### config.mk
export PLATFORM = sky130hd
export DESIGN_NAME = div_seq_flat
export DESIGN_NICKNAME = d
export VERILOG_FILES = /design/src/rtl/div_seq_pkg.sv /design/src/rtl/div_seq_if.sv /design/src/rtl/div_step.sv /design/src/rtl/div_seq.sv /design/src/flat_wrapper.sv
export SDC_FILE = /design/constraint.sdc
export NUM_CORES = 1
export LEC_CHECK = 0
export CORE_MARGIN = 4
export CORE_UTILIZATION = 45
export DETAILED_ROUTE_END_ITERATION = 12
export PLACE_DENSITY = 0.67
export SETUP_SLACK_MARGIN = 0.4
export SLEW_MARGIN = 5
export SYNTH_ARGS = -nofsm -noshare
export SYNTH_HDL_FRONTEND = slang
export SYNTH_HIERARCHICAL = 1
export SYNTH_SLANG_ARGS = --single-unit
export TNS_END_PERCENT = 50
### constraint.sdc
create_clock -name clk -period 12.03 [get_ports clk]
set_input_delay 2.406 -clock clk [delete_from_list [all_inputs] [get_ports clk]]
set_output_delay 2.406 -clock clk [all_outputs]
set_load 0.01 [all_outputs]
### src/rtl/div_seq_pkg.sv
// div_seq_pkg: shared ALU op codes and decoder funct codes for the divide path,
// plus a helper that recognises the two divide operations.
package div_seq_pkg;

  localparam int ALU_OP_W = 8;

  // ALU control codes produced by the ALU decoder
  localparam logic [ALU_OP_W-1:0] EXE_DIV_OP  = 8'b0001_1010;
  localparam logic [ALU_OP_W-1:0] EXE_DIVU_OP = 8'b0001_1011;
  localparam logic [ALU_OP_W-1:0] EXE_AND_OP  = 8'b0010_0100;

  // R-type funct codes the decoder maps onto the divide ops
  localparam logic [5:0] EXE_DIV  = 6'b01_1010;
  localparam logic [5:0] EXE_DIVU = 6'b01_1011;

  function automatic logic is_div_op(input logic [ALU_OP_W-1:0] op);
    return (op == EXE_DIV_OP) || (op == EXE_DIVU_OP);
  endfunction

endpackage

### src/rtl/div_seq_if.sv
// div_seq_if: EX-stage handshake between the pipeline and the divide sequencer.
//   alucontrol, start_i, annul_i, srca, srcb : pipeline -> divider
//   stall_o, ready_o, result_o               : divider -> pipeline
// master = pipeline side, slave = divider side.
interface div_seq_if
  import div_seq_pkg::*;
#(
  parameter int WIDTH = 32
);
  logic [ALU_OP_W-1:0] alucontrol;
  logic                start_i;
  logic                annul_i;
  logic [WIDTH-1:0]    srca;
  logic [WIDTH-1:0]    srcb;
  logic                stall_o;
  logic                ready_o;
  logic [2*WIDTH-1:0]  result_o;

  modport master (
    output alucontrol, start_i, annul_i, srca, srcb,
    input  stall_o, ready_o, result_o
  );

  modport slave (
    input  alucontrol, start_i, annul_i, srca, srcb,
    output stall_o, ready_o, result_o
  );
endinterface

### src/rtl/div_step.sv
// div_step: one combinational restoring-division iteration.
//   rem      in  WIDTH+1  partial remainder
//   quo      in  WIDTH    quotient / remaining dividend bits
//   dvsr     in  WIDTH    divisor magnitude
//   rem_next out WIDTH+1  partial remainder after this step
//   quo_next out WIDTH    quotient after this step
module div_step #(
  parameter int WIDTH = 32
) (
  input  logic [WIDTH:0]   rem,
  input  logic [WIDTH-1:0] quo,
  input  logic [WIDTH-1:0] dvsr,
  output logic [WIDTH:0]   rem_next,
  output logic [WIDTH-1:0] quo_next
);

  logic [WIDTH+1:0]        shifted;
  logic signed [WIDTH+1:0] trial;

  always_comb begin
    // One extra guard bit keeps the trial subtraction's sign unambiguous
    shifted = {rem, quo[WIDTH-1]};
    trial   = $signed(shifted) - $signed({2'b00, dvsr});
    if (!trial[WIDTH+1]) begin
      rem_next = trial[WIDTH:0];
      quo_next = {quo[WIDTH-2:0], 1'b1};
    end else begin
      rem_next = shifted[WIDTH:0];
      quo_next = {quo[WIDTH-2:0], 1'b0};
    end
  end

endmodule

### src/rtl/div_seq.sv
// div_seq: multi-cycle signed/unsigned restoring divider for the EX stage.
//   clk  in   system clock
//   rst  in   asynchronous active-low reset
//   bus  slave handshake: alucontrol/start_i/annul_i/srca/srcb in,
//        stall_o (combinational), ready_o and result_o {rem, quo} (registered) out
module div_seq
  import div_seq_pkg::*;
#(
  parameter int WIDTH = 32
) (
  input logic      clk,
  input logic      rst,
  div_seq_if.slave bus
);

  localparam int CNT_W = $clog2(WIDTH + 1);

  typedef enum logic [1:0] {
    IDLE  = 2'd0,
    BUSY  = 2'd1,
    DONE  = 2'd2,
    DZERO = 2'd3
  } state_t;

  state_t               state;
  state_t               state_nxt;
  logic [CNT_W-1:0]     cnt;
  logic [WIDTH:0]       rem_q;
  logic [WIDTH-1:0]     quo_q;
  logic [WIDTH-1:0]     dvsr_q;
  logic                 q_neg;
  logic                 r_neg;
  logic                 ready_q;
  logic [2*WIDTH-1:0]   result_q;

  logic                 accept;
  logic                 signed_op;
  logic                 last_step;
  logic [WIDTH:0]       rem_nxt;
  logic [WIDTH-1:0]     quo_nxt;

  function automatic logic [WIDTH-1:0] neg_if(input logic [WIDTH-1:0] v, input logic en);
    return en ? -v : v;
  endfunction

  div_step #(.WIDTH(WIDTH)) u_step (
    .rem      (rem_q),
    .quo      (quo_q),
    .dvsr     (dvsr_q),
    .rem_next (rem_nxt),
    .quo_next (quo_nxt)
  );

  always_comb begin
    accept    = (state == IDLE) && bus.start_i && is_div_op(bus.alucontrol) && !bus.annul_i;
    signed_op = (bus.alucontrol == EXE_DIV_OP);
    last_step = (cnt == CNT_W'(WIDTH - 1));
    state_nxt = state;
    unique case (state)
      IDLE:    if (accept) state_nxt = (bus.srcb == '0) ? DZERO : BUSY;
      BUSY:    if (last_step) state_nxt = DONE;
      DONE:    state_nxt = IDLE;
      DZERO:   state_nxt = IDLE;
      default: state_nxt = IDLE;
    endcase
    // A flush wins over everything, including a same-cycle start
    if (bus.annul_i) state_nxt = IDLE;
  end

  always_ff @(posedge clk or negedge rst) begin
    if (!rst) state <= IDLE;
    else      state <= state_nxt;
  end

  always_ff @(posedge clk or negedge rst) begin
    if (!rst) begin
      cnt      <= '0;
      rem_q    <= '0;
      quo_q    <= '0;
      dvsr_q   <= '0;
      q_neg    <= 1'b0;
      r_neg    <= 1'b0;
      ready_q  <= 1'b0;
      result_q <= '0;
    end else begin
      // Result is only driven during the single ready cycle
      ready_q  <= 1'b0;
      result_q <= '0;
      if (accept) begin
        // Magnitudes only in signed mode; 0x80.. maps to itself and still divides correctly
        cnt    <= '0;
        rem_q  <= '0;
        quo_q  <= neg_if(bus.srca, signed_op && bus.srca[WIDTH-1]);
        dvsr_q <= neg_if(bus.srcb, signed_op && bus.srcb[WIDTH-1]);
        q_neg  <= signed_op && (bus.srca[WIDTH-1] ^ bus.srcb[WIDTH-1]);
        r_neg  <= signed_op && bus.srca[WIDTH-1];
      end else if (state == BUSY) begin
        cnt   <= cnt + 1'b1;
        rem_q <= rem_nxt;
        quo_q <= quo_nxt;
      end
      // Registered outputs appear in the DONE/DZERO cycle itself
      if (state == BUSY && state_nxt == DONE) begin
        ready_q  <= 1'b1;
        result_q <= {neg_if(rem_nxt[WIDTH-1:0], r_neg), neg_if(quo_nxt, q_neg)};
      end else if (state_nxt == DZERO) begin
        ready_q  <= 1'b1;
      end
    end
  end

  assign bus.stall_o  = accept || (state == BUSY);
  assign bus.ready_o  = ready_q;
  assign bus.result_o = result_q;

endmodule

### src/flat_wrapper.sv
// flat-port wrapper written by rule: the top's interface ports become plain ports
module div_seq_flat import div_seq_pkg::*;
#(
  parameter int WIDTH = 32
)
  (clk, rst, bus_alucontrol, bus_start_i, bus_annul_i, bus_srca, bus_srcb, bus_stall_o, bus_ready_o, bus_result_o);
  div_seq_if #(.WIDTH(WIDTH)) bus_i ();
  input logic clk;
  input logic rst;
  input wire logic [$bits(bus_i.alucontrol)-1:0] bus_alucontrol;
  input wire logic [$bits(bus_i.start_i)-1:0] bus_start_i;
  input wire logic [$bits(bus_i.annul_i)-1:0] bus_annul_i;
  input wire logic [$bits(bus_i.srca)-1:0] bus_srca;
  input wire logic [$bits(bus_i.srcb)-1:0] bus_srcb;
  output wire logic [$bits(bus_i.stall_o)-1:0] bus_stall_o;
  output wire logic [$bits(bus_i.ready_o)-1:0] bus_ready_o;
  output wire logic [$bits(bus_i.result_o)-1:0] bus_result_o;
  assign bus_i.alucontrol = bus_alucontrol;
  assign bus_i.start_i = bus_start_i;
  assign bus_i.annul_i = bus_annul_i;
  assign bus_i.srca = bus_srca;
  assign bus_i.srcb = bus_srcb;
  assign bus_stall_o = bus_i.stall_o;
  assign bus_ready_o = bus_i.ready_o;
  assign bus_result_o = bus_i.result_o;
  div_seq #(.WIDTH(WIDTH)) u_core (.clk(clk), .rst(rst), .bus(bus_i));
endmodule
==> impl_metrics.prom <==
# TYPE chip_impl_metric gauge
chip_impl_info{name="outcome",value="completed"} 1
chip_impl_info{name="worstHoldEndpoint",value="u_core/dvsr_q[3]"} 1
chip_impl_metric{name="yosys.cell_types.count",unit=""} 76
chip_impl_metric{name="slew_violations",unit=""} 0
chip_impl_metric{name="rr_worst_depth",unit=""} 15
chip_impl_metric{name="cts_resized",unit=""} 0
chip_impl_metric{name="dp.cells",unit=""} 1746
chip_impl_metric{name="drive_gt1_share",unit="%"} 6.630
chip_impl_metric{name="r2r_setup_slack",unit="ps"} 6520
chip_impl_metric{name="yosys_register_bits",unit=""} 172
chip_impl_metric{name="die_height",unit="um"} 167.9
chip_impl_metric{name="yosys_warnings",unit=""} 6
chip_impl_info{name="timing.critical_path.slowest_stage_cell",value="sky130_fd_sc_hd__nand3_4"} 1
chip_impl_metric{name="port-buffer-count",unit=""} 141
chip_impl_metric{name="maxSlewHeadroom",unit="%"} 21.81
chip_impl_metric{name="hold_violations",unit=""} 0
chip_impl_info{name="path_common_cell",value="sky130_fd_sc_hd__clkdlybuf4s50_1"} 1
chip_impl_metric{name="number_of_antenna_violations_at_the_first_check_in_global_routing",unit=""} 0
chip_impl_metric{name="asyncSetResetFlopFracSynth",unit="%"} 100.0
chip_impl_metric{name="critPathArrivalTime",unit="ps"} 5240
chip_impl_metric{name="fin_worst_skew",unit="ps"} 10.73
chip_impl_metric{name="setup_viol",unit=""} 0
chip_impl_info{name="cp_cell_sequence",value="clkdlybuf4s50_1 > nor4b_2 > nand3_4 > nand2_1 > clkdlybuf4s50_1"} 1
chip_impl_info{name="combinational_family_with_the_most_area_after_synthesis",value="simple AND/OR/NAND/NOR gates"} 1
chip_impl_metric{name="clkLatencyLatePin",unit="ps"} 430
chip_impl_metric{name="cts.path.max_buffers",unit=""} 2
chip_impl_metric{name="postRouteWirelength",unit="um"} 28760
chip_impl_metric{name="synth-edff-count",unit=""} 0
chip_impl_metric{name="cp_max_fo",unit=""} 103
chip_impl_metric{name="grt_max_degree",unit=""} 104
chip_impl_metric{name="die_area",unit="mm^2"} 0.02817
chip_impl_metric{name="irDropWorstVdd",unit="uV"} 89.37
chip_impl_metric{name="final_cell_count_no_fill",unit=""} 1778
chip_impl_metric{name="placementRows",unit=""} 58
chip_impl_info{name="r2r_end",value="u_core/bus.result_o[60]"} 1
chip_impl_info{name="crit_family",value="simple AND/OR/NAND/NOR gates"} 1
chip_impl_metric{name="tightest_slew",unit="ps"} 1173
chip_impl_metric{name="worst_setup_hold_path_clk_slew",unit="ps"} 70
chip_impl_metric{name="synth_fp_nets",unit=""} 1471
chip_impl_metric{name="initial_utilization",unit="%"} 45.66
chip_impl_metric{name="post-dp-hpwl",unit="um"} 20920
chip_impl_info{name="synthFlopType",value="sky130_fd_sc_hd__dfrtp_1"} 1
chip_impl_metric{name="vias_per_cell",unit=""} 5.534
chip_impl_metric{name="maxCapViolations",unit=""} 0
chip_impl_metric{name="synth_compound_area_share",unit="%"} 17.97
chip_impl_metric{name="p_r_area_growth_vs_syn",unit="%"} 17.97
chip_impl_metric{name="h-tree-depth",unit=""} 4
chip_impl_metric{name="post_synth_xor_area_fraction",unit="%"} 11.82
chip_impl_metric{name="antenna_diode_count",unit=""} 0
chip_impl_metric{name="first_pass_grt_wire_length",unit="um"} 47630
chip_impl_info{name="rsz_0062_raised_after_global_routing",value="false"} 1
chip_impl_metric{name="post-route-drc-count",unit=""} 0
chip_impl_metric{name="worst_hold_path.num_cells",unit=""} 2
chip_impl_metric{name="synth_simple_gate_area_share",unit="%"} 21.94
chip_impl_metric{name="detailroute.via_count",unit=""} 9839
chip_impl_metric{name="core_region_area",unit="mm^2"} 0.02518
chip_impl_metric{name="synth_area",unit="mm^2"} 0.01150
chip_impl_metric{name="power.density_cell_area",unit="mW/mm^2"} 125.8
chip_impl_metric{name="syn_area_per_cell",unit="um^2"} 8.473
chip_impl_metric{name="grt-ovfl-total",unit=""} 0
chip_impl_info{name="setup.worst_path.class",value="primary input to output pin"} 1
chip_impl_metric{name="initialDrtViolationCount",unit=""} 758
chip_impl_metric{name="fin_util",unit="%"} 53.87
chip_impl_metric{name="final_period_utilization",unit="%"} 63.55
chip_impl_info{name="tritoncts_clock_tree",value="done"} 1
chip_impl_metric{name="cts_sinks",unit=""} 172
chip_impl_metric{name="leakage",unit="nW"} 5.472
chip_impl_metric{name="die-width",unit="um"} 167.9
chip_impl_info{name="startpoint_type",value="primary input"} 1
chip_impl_metric{name="drtAntennaViolNets",unit=""} 0
chip_impl_metric{name="timing.critical_path.slowest_cell_delay",unit="ps"} 920
chip_impl_metric{name="period_needed",unit="ps"} 7645
chip_impl_info{name="timing.hold.worst.start",value="u_core/dvsr_q[3]"} 1
chip_impl_metric{name="post_drt_wl_per_cell",unit="um"} 16.18
chip_impl_metric{name="cts-buffers-inserted",unit=""} 17
chip_impl_metric{name="io_pins",unit=""} 142
chip_impl_info{name="critical_path.endpoint_type",value="output pin"} 1
chip_impl_metric{name="timing.critical_path.buf_inv",unit=""} 2
chip_impl_metric{name="via_count_of_the_first_global_routing_pass",unit=""} 9155
chip_impl_metric{name="place_congestion",unit=""} 0.8483
chip_impl_metric{name="critPathRequiredTime",unit="ps"} 9620
chip_impl_metric{name="cts_hold_repair.buffers",unit=""} 0
chip_impl_metric{name="post_synth_inst_count",unit=""} 1357
chip_impl_metric{name="achievable-frequency",unit="MHz"} 130.8
chip_impl_metric{name="groute.usage.overall",unit="%"} 20.40
chip_impl_metric{name="synth-adder-area-share",unit="%"} 4.200
chip_impl_metric{name="synth_sequential_area_ratio",unit="%"} 37.43
chip_impl_metric{name="synthMuxAreaShare",unit="%"} 0.7508
chip_impl_info{name="clock-root-buffer",value="sky130_fd_sc_hd__clkbuf_16"} 1
chip_impl_metric{name="setup-tns-final",unit="ps"} 0
chip_impl_metric{name="detailedRoute.firstPassIterationCount",unit=""} 5
chip_impl_metric{name="design.final.nets",unit=""} 1549
chip_impl_info{name="holdCritPathClass",value="flop to flop"} 1
chip_impl_metric{name="cts.repair_timing.setup_buffer_count",unit=""} 0
chip_impl_info{name="critical_path.reg2reg.startpoint",value="u_core/rem_q[7]"} 1
## metal layers
layer	track usage [%]	part of all wire, %	up-vias
li1	-	-	4848
met1	31.54	50	4656
met2	30.17	43	310
met3	2.935	6.1	25
met4	4.975	1.3	0
met5	0	0	-
## per-stage QoR
stage / power (mW) / setup slack (ps) / cell area, um^2 / hold slack (ps)
6_report: 1.707 / 4385 / 13560 / 483.9
5_1_grt: 1.801 / 4084 / 13560 / 507.8
4_1_cts: 1.715 / 4356 / 13560 / 490.9
3_5_place_dp: 1.143 / 4385 / 12970 / 475.9
3_3_place_gp: 1.135 / 4390 / 12970 / 462.0
2_1_floorplan: 1.009 / 6012 / 11500 / 449.8
## worst reg2reg max path: cells and delay by family (launching register included)
family	cells	cell delay (ps)
and+or+nand+nor	6	1790
AOI/OAI and AO/OA	5	1650
xor gates and xnor gates	2	690
adders and majority gates	1	430
DFF	1	400
buffers and inverters	1	400
## area by class of cell
| type | count | area [um^2] |
|---|---|---|
| Clock buffer | 18 | 439.2 |
| Clock inverter | 14 | 157.7 |
| Fill cell | 2359 | 11620 |
| Inverter | 51 | 191.4 |
| Multi-Input combinational cell | 1038 | 6541 |
| Sequential cell | 172 | 4304 |
| Tap cell | 330 | 412.9 |
| Timing Repair Buffer | 155 | 1518 |
## placed cells by master, fill, tap and decap left out, drive strengths merged, types with 5 or more instances in the layout
| master | Yosys | routed |
|---|---|---|
| nand2 | 236 | 236 |
| dfrtp | 172 | 172 |
| clkdlybuf4s50 | 0 | 140 |
| xor2 | 120 | 120 |
| nor2 | 108 | 108 |
| o21ai | 103 | 103 |
| a21oi | 93 | 93 |
| inv | 51 | 56 |
| o31ai | 46 | 46 |
| ha | 37 | 37 |
| xnor2 | 33 | 33 |
| and3 | 33 | 33 |
| a21o | 23 | 23 |
| nor4 | 20 | 20 |
| o41ai | 19 | 19 |
| clkbuf | 52 | 18 |
| nand4 | 18 | 18 |
| or4 | 16 | 16 |
| buf | 44 | 15 |
| nand3 | 14 | 14 |
| or3 | 14 | 14 |
| nor3 | 12 | 12 |
| nand2b | 8 | 8 |
| nor2b | 8 | 8 |
| a31oi | 8 | 8 |
| a211oi | 7 | 7 |
| or2 | 6 | 6 |
| mux2 | 5 | 5 |
| clkinv | 0 | 5 |
## registers in the layout, summed over array words and instances, names as in the netlist
name / count
u_core/quo_q: 32
u_core/r_neg: 1
u_core/cnt: 6
u_core/bus.result_o: 64
u_core/state: 2
u_core/rem_q: 33
u_core/q_neg: 1
u_core/dvsr_q: 32
u_core/bus.ready_o: 1
## cells by family after synthesis
| kind of cell | Yosys count |
|---|---|
| xor gates and xnor gates | 153 |
| muxes | 8 |
| DFF | 172 |
| buffers and inverters | 147 |
| AOI/OAI and AO/OA | 325 |
| and+or+nand+nor | 514 |
| adders and majority gates | 38 |
## Yosys cell counts, types with 6 or more instances
cell | number | area [um^2]
sky130_fd_sc_hd__or4_1 | 11 | 82.58
sky130_fd_sc_hd__buf_1 | 6 | 22.52
sky130_fd_sc_hd__xnor2_1 | 33 | 289.0
sky130_fd_sc_hd__a31oi_1 | 7 | 43.79
sky130_fd_sc_hd__xor2_1 | 119 | 1042
sky130_fd_sc_hd__o21ai_1 | 22 | 110.1
sky130_fd_sc_hd__nand3_1 | 14 | 70.07
sky130_fd_sc_hd__nor4_1 | 10 | 62.56
sky130_fd_sc_hd__ha_1 | 37 | 462.9
sky130_fd_sc_hd__buf_2 | 7 | 35.03
sky130_fd_sc_hd__and3_1 | 32 | 200.2
sky130_fd_sc_hd__nor2b_1 | 8 | 50.05
sky130_fd_sc_hd__or3_1 | 12 | 75.07
sky130_fd_sc_hd__a211oi_1 | 6 | 45.04
sky130_fd_sc_hd__nor4_2 | 7 | 87.58
sky130_fd_sc_hd__nor2_1 | 108 | 405.4
sky130_fd_sc_hd__nand2b_1 | 8 | 50.05
sky130_fd_sc_hd__a21o_1 | 23 | 172.7
sky130_fd_sc_hd__nor3_1 | 12 | 60.06
sky130_fd_sc_hd__dfrtp_1 | 172 | 4304
sky130_fd_sc_hd__o41ai_1 | 15 | 131.4
sky130_fd_sc_hd__o21ai_0 | 80 | 400.4
sky130_fd_sc_hd__buf_4 | 31 | 232.7
sky130_fd_sc_hd__o31ai_1 | 44 | 330.3
sky130_fd_sc_hd__inv_1 | 50 | 187.7
sky130_fd_sc_hd__a21oi_1 | 93 | 465.5
sky130_fd_sc_hd__nand4_1 | 17 | 106.4
sky130_fd_sc_hd__nand2_1 | 236 | 885.9
sky130_fd_sc_hd__clkbuf_1 | 51 | 191.4
## worst max path at each step
| stage | startpoint | endpoint | slack, ps | depth (start not counted) |
|---|---|---|---|---|
| after floorplan | bus_alucontrol[7] | bus_stall_o | 6010 | 5 |
| after global placement | bus_alucontrol[7] | bus_stall_o | 4390 | 5 |
| after detailed placement | bus_alucontrol[7] | bus_stall_o | 4380 | 5 |
| after CTS | bus_alucontrol[7] | bus_stall_o | 4360 | 5 |
| after global routing | bus_alucontrol[7] | bus_stall_o | 4080 | 5 |
| final | bus_alucontrol[7] | bus_stall_o | 4390 | 5 |
## power by group
group | internal (mW) | total, mW | switching [mW]
registers | 0.619 | 0.666 | 0.0471
logic | 0.198 | 0.475 | 0.277
clock network | 0.316 | 0.565 | 0.249
total | 1.13 | 1.71 | 0.574
(Power assumes the default switching activity.)
